==> config.mk <==
export PLATFORM = sky130hd
export DESIGN_NAME = pattern_event_logger
export DESIGN_NICKNAME = d
export VERILOG_FILES = /design/src/rtl/pattern_log_pkg.sv /design/src/rtl/pattern_log_fifo.sv /design/src/rtl/pattern_event_logger.sv
export SDC_FILE = /design/constraint.sdc
export NUM_CORES = 1
export LEC_CHECK = 0
export CAP_MARGIN = 20
export CORE_MARGIN = 3
export CORE_UTILIZATION = 50
export DETAILED_ROUTE_END_ITERATION = 12
export PLACE_DENSITY = 0.79
export SYNTH_ARGS = -nofsm -noshare
export SYNTH_HDL_FRONTEND = slang
export SYNTH_SLANG_ARGS = --single-unit
==> constraint.sdc <==
create_clock -name i_clk -period 2.5 [get_ports i_clk]
set_input_delay 0.5 -clock i_clk [delete_from_list [all_inputs] [get_ports i_clk]]
set_output_delay 0.5 -clock i_clk [all_outputs]
set_load 0.05 [all_outputs]
==> src/rtl/pattern_log_pkg.sv <==
// Shared widths, constants and log entry type for the pattern event logger.
// Optional o_total counter is enabled by defining PATTERN_LOG_TOTAL_EN.
package pattern_log_pkg;

  localparam int PL_TS_WIDTH = 6;
  localparam int PL_TOTAL_W  = 16;
  localparam logic [PL_TOTAL_W-1:0] PL_TOTAL_SAT = '1;

  typedef struct packed {
    logic                   wrap;
    logic [PL_TS_WIDTH-1:0] ts;
  } log_entry_t;

endpackage

==> src/rtl/pattern_log_fifo.sv <==
// Synchronous FIFO holding logged entries; caller never pushes when full
// without a same-cycle pop, and never pops when empty.
module pattern_log_fifo
  import pattern_log_pkg::*;
#(
  parameter int DEPTH = 4,
  parameter int W     = PL_TS_WIDTH + 1
) (
  input  logic                       i_clk,
  input  logic                       i_resetn,
  input  logic                       i_clear,
  input  logic                       i_push,
  input  logic                       i_pop,
  input  logic [W-1:0]               i_data,
  output logic [W-1:0]               o_data,
  output logic [$clog2(DEPTH+1)-1:0] o_level,
  output logic                       o_full,
  output logic                       o_empty
);

  localparam int AW = $clog2(DEPTH);
  localparam int LW = $clog2(DEPTH+1);

  logic [W-1:0]  mem_q [DEPTH];
  logic [AW-1:0] wr_ptr_q, wr_ptr_d;
  logic [AW-1:0] rd_ptr_q, rd_ptr_d;
  logic [LW-1:0] level_q, level_d;

  always_comb begin
    wr_ptr_d = wr_ptr_q;
    rd_ptr_d = rd_ptr_q;
    level_d  = level_q;
    if (i_clear) begin
      wr_ptr_d = '0;
      rd_ptr_d = '0;
      level_d  = '0;
    end else begin
      if (i_push) wr_ptr_d = wr_ptr_q + AW'(1);
      if (i_pop)  rd_ptr_d = rd_ptr_q + AW'(1);
      unique case ({i_push, i_pop})
        2'b10:   level_d = level_q + LW'(1);
        2'b01:   level_d = level_q - LW'(1);
        default: level_d = level_q;
      endcase
    end
  end

  always_ff @(posedge i_clk or negedge i_resetn) begin
    if (!i_resetn) begin
      wr_ptr_q <= '0;
      rd_ptr_q <= '0;
      level_q  <= '0;
    end else begin
      wr_ptr_q <= wr_ptr_d;
      rd_ptr_q <= rd_ptr_d;
      level_q  <= level_d;
    end
  end

  // Storage is left unreset; the top masks the head while empty.
  always_ff @(posedge i_clk) begin
    if (i_push && !i_clear) mem_q[wr_ptr_q] <= i_data;
  end

  assign o_data  = mem_q[rd_ptr_q];
  assign o_level = level_q;
  assign o_full  = (level_q == LW'(DEPTH));
  assign o_empty = (level_q == '0);

endmodule

==> src/rtl/pattern_event_logger.sv <==
// Logs timestamped pattern matches with wrap flag, overflow and match count.
// o_total is a live counter only when PATTERN_LOG_TOTAL_EN is defined.
module pattern_event_logger
  import pattern_log_pkg::*;
#(
  parameter int DEPTH    = 4,
  parameter int TS_WIDTH = PL_TS_WIDTH
) (
  input  logic                       i_clk,
  input  logic                       i_resetn,
  input  logic                       i_pattern_found,
  input  logic [TS_WIDTH-1:0]        i_count,
  input  logic                       i_count_end,
  input  logic                       i_clear,
  output logic                       o_valid,
  input  logic                       i_ready,
  output logic [TS_WIDTH-1:0]        o_timestamp,
  output logic                       o_wrap,
  output logic [$clog2(DEPTH+1)-1:0] o_level,
  output logic                       o_full,
  output logic                       o_empty,
  output logic                       o_overflow,
  output logic [PL_TOTAL_W-1:0]      o_total
);

  localparam int EW = TS_WIDTH + 1;

  logic          wrap_q, wrap_d;
  logic          ovf_q, ovf_d;
  logic          push, pop;
  logic [EW-1:0] head;

  assign pop  = o_valid & i_ready & ~i_clear;
  assign push = i_pattern_found & ~i_clear & (~o_full | pop);

  pattern_log_fifo #(
    .DEPTH (DEPTH),
    .W     (EW)
  ) u_fifo (
    .i_clk    (i_clk),
    .i_resetn (i_resetn),
    .i_clear  (i_clear),
    .i_push   (push),
    .i_pop    (pop),
    .i_data   ({wrap_q, i_count}),
    .o_data   (head),
    .o_level  (o_level),
    .o_full   (o_full),
    .o_empty  (o_empty)
  );

  assign o_valid     = ~o_empty;
  assign o_wrap      = o_valid & head[TS_WIDTH];
  assign o_timestamp = o_valid ? head[TS_WIDTH-1:0] : '0;
  assign o_overflow  = ovf_q;

  always_comb begin
    wrap_d = wrap_q;
    ovf_d  = ovf_q;
    if (i_clear) begin
      wrap_d = 1'b0;
      ovf_d  = 1'b0;
    end else begin
      wrap_d = i_pattern_found ? i_count_end : (wrap_q | i_count_end);
      if (i_pattern_found && o_full && !pop) ovf_d = 1'b1;
    end
  end

  always_ff @(posedge i_clk or negedge i_resetn) begin
    if (!i_resetn) begin
      wrap_q <= 1'b0;
      ovf_q  <= 1'b0;
    end else begin
      wrap_q <= wrap_d;
      ovf_q  <= ovf_d;
    end
  end

`ifdef PATTERN_LOG_TOTAL_EN
  logic [PL_TOTAL_W-1:0] total_q, total_d;

  always_comb begin
    total_d = total_q;
    if (i_clear) total_d = '0;
    else if (i_pattern_found && total_q != PL_TOTAL_SAT)
      total_d = total_q + PL_TOTAL_W'(1);
  end

  always_ff @(posedge i_clk or negedge i_resetn) begin
    if (!i_resetn) total_q <= '0;
    else           total_q <= total_d;
  end

  assign o_total = total_q;
`else
  assign o_total = '0;
`endif

endmodule

# [Word-level counts from Yosys, hierarchy flattened]
# Memories as Yosys holds them, arrays and structs flattened.
# Cells that the tools add are included.
[op_classes] n_addsub=4 n_bitwise=10 mux=13 eq_ne=3 n_reduce_logical=10
[op_table] cell="$mux W2" count=4
[op_table] cell="$mux W1" count=6
[op_table] cell="$mux W6" count=1
[op_table] cell="$pmux W3 S2" count=1
[op_table] cell="$reduce_bool A2 Y1" count=3
[op_table] cell="$and A1 B1 Y1" count=5
[op_table] cell="$add A2 B1 Y2 const B" count=2
[op_table] cell="$add A3 B1 Y3 const B" count=1
[op_table] cell="$eq A3 B3 Y1 const B" count=1
[op_table] cell="$logic_and A1 B1 Y1" count=3
[op_table] cell="$logic_not A3 Y1" count=1
[op_table] cell="$mux W3" count=1
[op_table] cell="$not A1 Y1" count=3
[op_table] cell="$reduce_bool A3 Y1" count=1
[op_table] cell="$sub A3 B1 Y3 const B" count=1
[op_table] cell="$eq A2 B1 Y1 const B" count=1
[op_table] cell="$eq A2 B2 Y1 const B" count=1
[op_table] cell="$logic_not A1 Y1" count=2
[op_table] cell="$or A1 B1 Y1" count=2
[word_totals] ram_bits=28 memories=1 inputBits=12 reg_bits=9
[mem_list] name="u_fifo.mem_q" depth=4 word_bits=7 rd=1 rd_clocked_by_memory_dff=0 wr=1 line="pattern_log_fifo.sv:24" source="logic [W-1:0] mem_q [DEPTH];"

# [Longest topological paths before layout]
[depth] word_depth=9 ltp_mapped=10

# [Cells and area by module]
# A second synthesis with hierarchy kept.
[unflattened] cells_unflattened=115 area_unflattened_um2=1755.4
[by_module_without_submodules] mod="pattern_log_fifo" area_per_inst_um2=1463.9 n_inst=1 cells_each=80 seq_area_each_um2=1016.0
[by_module_without_submodules] mod="pattern_event_logger" area_per_inst_um2=291.5 n_inst=1 cells_each=35 seq_area_each_um2=50.0

# [Worst setup path after synthesis]
# No wires, ideal clock.
[synth_path] path_type="reg2reg" startpoint="register u_fifo.level_q[2] (netlist: u_fifo.o_level[2])" endpoint="register u_fifo.level_q[1] (netlist: u_fifo.o_level[1])" stages_incl_launch_ff=11 path_buffers=2 setup_time_ps=77 path_slack_ps=-381 t_required_ps=2423 t_arrival_ps=2804 path_cell_list="dfrtp_1 > buf_6 > or3_4 > buf_6 > inv_1 > nor3_1 > fa_1 > and3_1 > a21oi_1 > o22a_1 > a21oi_1"
[synth_between] elab_chain_cells=9 elab_cells_between_ends=13 cone_classes="eq/ne: 3; mux: 2; bitwise: 6; reduce/logical: 2"
[synth_rtl] element="from (decl)" line="pattern_log_fifo.sv:27" source="logic [LW-1:0] level_q, level_d;"
[synth_rtl] element="from (signal assigned)" line="pattern_log_fifo.sv:56" source="level_q <= level_d;"
[synth_rtl] element="$logic_not A3 Y1 *" line="pattern_log_fifo.sv:68" source="assign o_empty = (level_q == '0);"
[synth_rtl] element="$not A1 Y1 *" line="pattern_event_logger.sv:52" source="assign o_valid = ~o_empty;"
[synth_rtl] element="via o_valid" line="pattern_event_logger.sv:15" source="output logic o_valid,"
[synth_rtl] element="$and A1 B1 Y1 * (2 in a row)" line="pattern_event_logger.sv:33" source="assign pop = o_valid & i_ready & ~i_clear;"
[synth_rtl] element="$or A1 B1 Y1" line="pattern_event_logger.sv:34" source="assign push = i_pattern_found & ~i_clear & (~o_full | pop);"
[synth_rtl] element="$and A1 B1 Y1" line="pattern_event_logger.sv:34"
[synth_rtl] element="$eq A2 B1 Y1 / $eq A2 B2 Y1 (equally long branches)" line="pattern_log_fifo.sv:40" source="unique case ({i_push, i_pop})"
[synth_rtl] element="$pmux W3 S2" line="pattern_log_fifo.sv:40"
[synth_rtl] element="$mux W3" line="pattern_log_fifo.sv:33" source="if (i_clear) begin"
# The timed path passes the listed nets; every way through them passes the cells marked *.
# A chain may end at the register's enable or synchronous reset.

# [Worst setup path after layout]
[layout_path] startpoint="register u_fifo.level_q[0] (netlist: u_fifo.o_level[0])" endpoint="output port o_full"
[layout_between] elab_chain_cells=1
[layout_rtl] element="$eq A3 B3 Y1" line="pattern_log_fifo.sv:67" source="assign o_full = (level_q == LW'(DEPTH));"
[layout_rtl] element="to (decl)" line="pattern_event_logger.sv:20" source="output logic o_full,"
# No other way between the ends.

==> metrics <==
largest net degree at the start of global routing 13; Final Wtd Congestion between 0.8 and 0.9; H-tree Lvls 2; Final setup viols 0; nets@finish 180; Setup crit end kind output port; Max-slew headroom 66.2%; Max VDD drop ~0.40 mV; most frequent cell after synthesis edfxtp_1; DP HPWL between 2000 and 2500 µm; final hold viol count 0; area of the multi-input gates between 600 and 700 µm²; Max Clock Skew roughly 0.0061 ns; mean post-synth cell area 14.0 µm²; Filler Cell Count around 280; Root Buffer clkbuf_8; Post-synth EDFFs 28; row count 21; Die Wd ~67 µm; number of placed I/O pins 42; cts hold-fix bufs 0; status complete, no violations; via/cell ratio 5.03; CTS tree yes; Worst-Margin Slew slightly above 0.5 ns; mapped cell area around 1900 µm²; Synth cell types 39; Setup Crit Path Kind reg2out; RSZ-0062 raised after global routing no; WL/cell roughly 15 µm; Worst Path Arrival between 1.5 and 2 ns; core area 3490 µm²; Starting DRT DRC Count 44; Slew Viols, Final 0; register area ~1100 µm²; DR vias around 1100; Period minus WS final 2.42 ns; CP Data Required Time 2.00 ns; CP Cell Sequence nor2_1, and2_2, clkdlybuf4s50_1; area leader, netlist edfxtp_1; CP max stage cell clkdlybuf4s50_1; Area growth, synth to finish 16.2%; post-synthesis register bit count 37; gr usage total 15.3%; first-pass GRT wire length 4800 µm; asr flop ratio synth 24.3%; max_cap viols 0; Critical Path Max Stage Delay ~0.79 ns; clock-pin slew on the worst setup and hold paths 0.07 ns; Sink Count 37; Cell Pwr Density ~820 nW/µm²; initial antenna violation count 0; vias in the first global route a little over 1000; Commonest cells post-synth 28 x edfxtp_1, 16 x buf_4, 10 x nor2_1, 9 x and2_2, 9 x dfrtp_1; CP startpoint kind flop; ANT cells 0; Inserted Clock Buffers 5; Clock Path Buffers 2; Chip Height 67.4 µm; cell family with most CP delay buffers and inverters; Top FF cell, synth edfxtp_1; DIE AREA between 4000 and 5000 µm²; LEAKAGE roughly 0.00084 µW; final wirelength 3050 µm; Hold WC Path Type in2async; final critical-path share of the clock period between 90% and 100%; Power, Total between 1500 and 2000 µW; CP max FO 10; share of layout cells above drive strength 1 between 20% and 30%; Worst Path Buf+Inv 1; Peak Freq 412 MHz; area share of the largest cell type after synthesis between 40% and 50%; Seq/Total Area, Yosys 56.5%; synthesized instance count ~140; Hold WS just over 0.5 ns; port buffer count 25; drt first pass iters 4; Synthesis Warnings 0; most area-consuming cells after synthesis edfxtp_1 45%, dfrtp_1 12%, mux4_2 8.4%; DRC Markers 0; global route overflow 0; Antenna Violating Nets Remaining 0; initial core utilization 54.0%; clk_lat worst skew roughly 0.28 ns
==> repair_timing <==
action | CTS | global route
buffers inserted | 0 | 0
endpoints found under the setup margin | 1 | 0
gates resized for setup | 1 | 0
==> logic make-up after synthesis <==
family                     synth area share (%)
muxes                                      8.89
buffers and inverters                      10.9
xor gates and xnor gates                   1.79
DFF                                        56.5
adders and majority gates                  3.72
AOI/OAI and AO/OA                          4.91
other                                     0.199
and+or+nand+nor                            13.0
==> layer usage <==
layer,share of wire [%],track usage [%]
met2,52,25.3
met1,40,17.3
met4,1.7,7.09
met3,5.3,6.16
met5,0,0
==> state kept, by name, summed over array words and instances (netlist names) <==
signal / count
o_overflow: 1
u_fifo.mem_q: 28
u_fifo.o_level: 3
u_fifo.rd_ptr_q: 2
u_fifo.wr_ptr_q: 2
wrap_q: 1
==> cells in the final DEF, fill, tap and decap left out, types with 2 or more instances in the layout <==
| cell | n |
|---|---|
| edfxtp_1 | 28 |
| conb_1 | 16 |
| clkdlybuf4s50_1 | 16 |
| buf_4 | 12 |
| nor2_1 | 10 |
| and2_2 | 9 |
| mux4_2 | 7 |
| dfrtp_1 | 6 |
| clkbuf_8 | 5 |
| inv_1 | 4 |
| and2_1 | 4 |
| a21oi_1 | 4 |
| o21ai_0 | 4 |
| ha_1 | 4 |
| dfrtp_2 | 3 |
| nand2b_1 | 2 |
| nand2_1 | 2 |
| nor2b_1 | 2 |
==> stage by stage <==
step	instances	util [%]	setup TNS (ns)	instance area (µm²)	worst slack [ns]
floorplan	150	-	-0.0997	1960	-0.0882
global placement	202	59.6	0	2080	0.223
detailed placement	202	59.6	0	2080	0.153
CTS	210	62.7	0	2190	0.0610
global route	210	62.7	0	2190	0.0116
finish	210	62.7	0	2190	0.0754
==> final timing paths <==
| check | start | end | cells after the start | slack [ns] |
|---|---|---|---|---|
| setup / recovery | u_fifo.o_level[0] | o_full | 3 | 0.08 |
| hold / removal | i_resetn | u_fifo.rd_ptr_q[0] | 1 | 0.51 |
| setup reg to reg | u_fifo.o_level[0] | u_fifo.o_level[1] | 8 | 0.23 |
| hold reg to reg | o_overflow | o_overflow | 2 | 0.53 |
| max in group asynchronous | i_resetn | u_fifo.o_level[1] | 1 | 1.68 |
| min in group i_clk | o_overflow | o_overflow | 2 | 0.53 |
==> cell type report <==
type	count	area share, %
multi-input combinational	85	30.8
timing repair buffer	29	11.8
clock buffer	6	3.31
tap	46	2.63
sequential	37	48.8
inverter	5	1.03
clock inverter	2	1.60
==> power by group <==
| group | internal [µW] | switching (µW) | leakage (µW) | total, µW |
|---|---|---|---|---|
| logic | 197 | 366 | 0.000409 | 563 |
| registers | 696 | 36.7 | 0.000371 | 733 |
| clock network | 296 | 195 | 0.0000552 | 491 |
(Power assumes the default switching activity.)
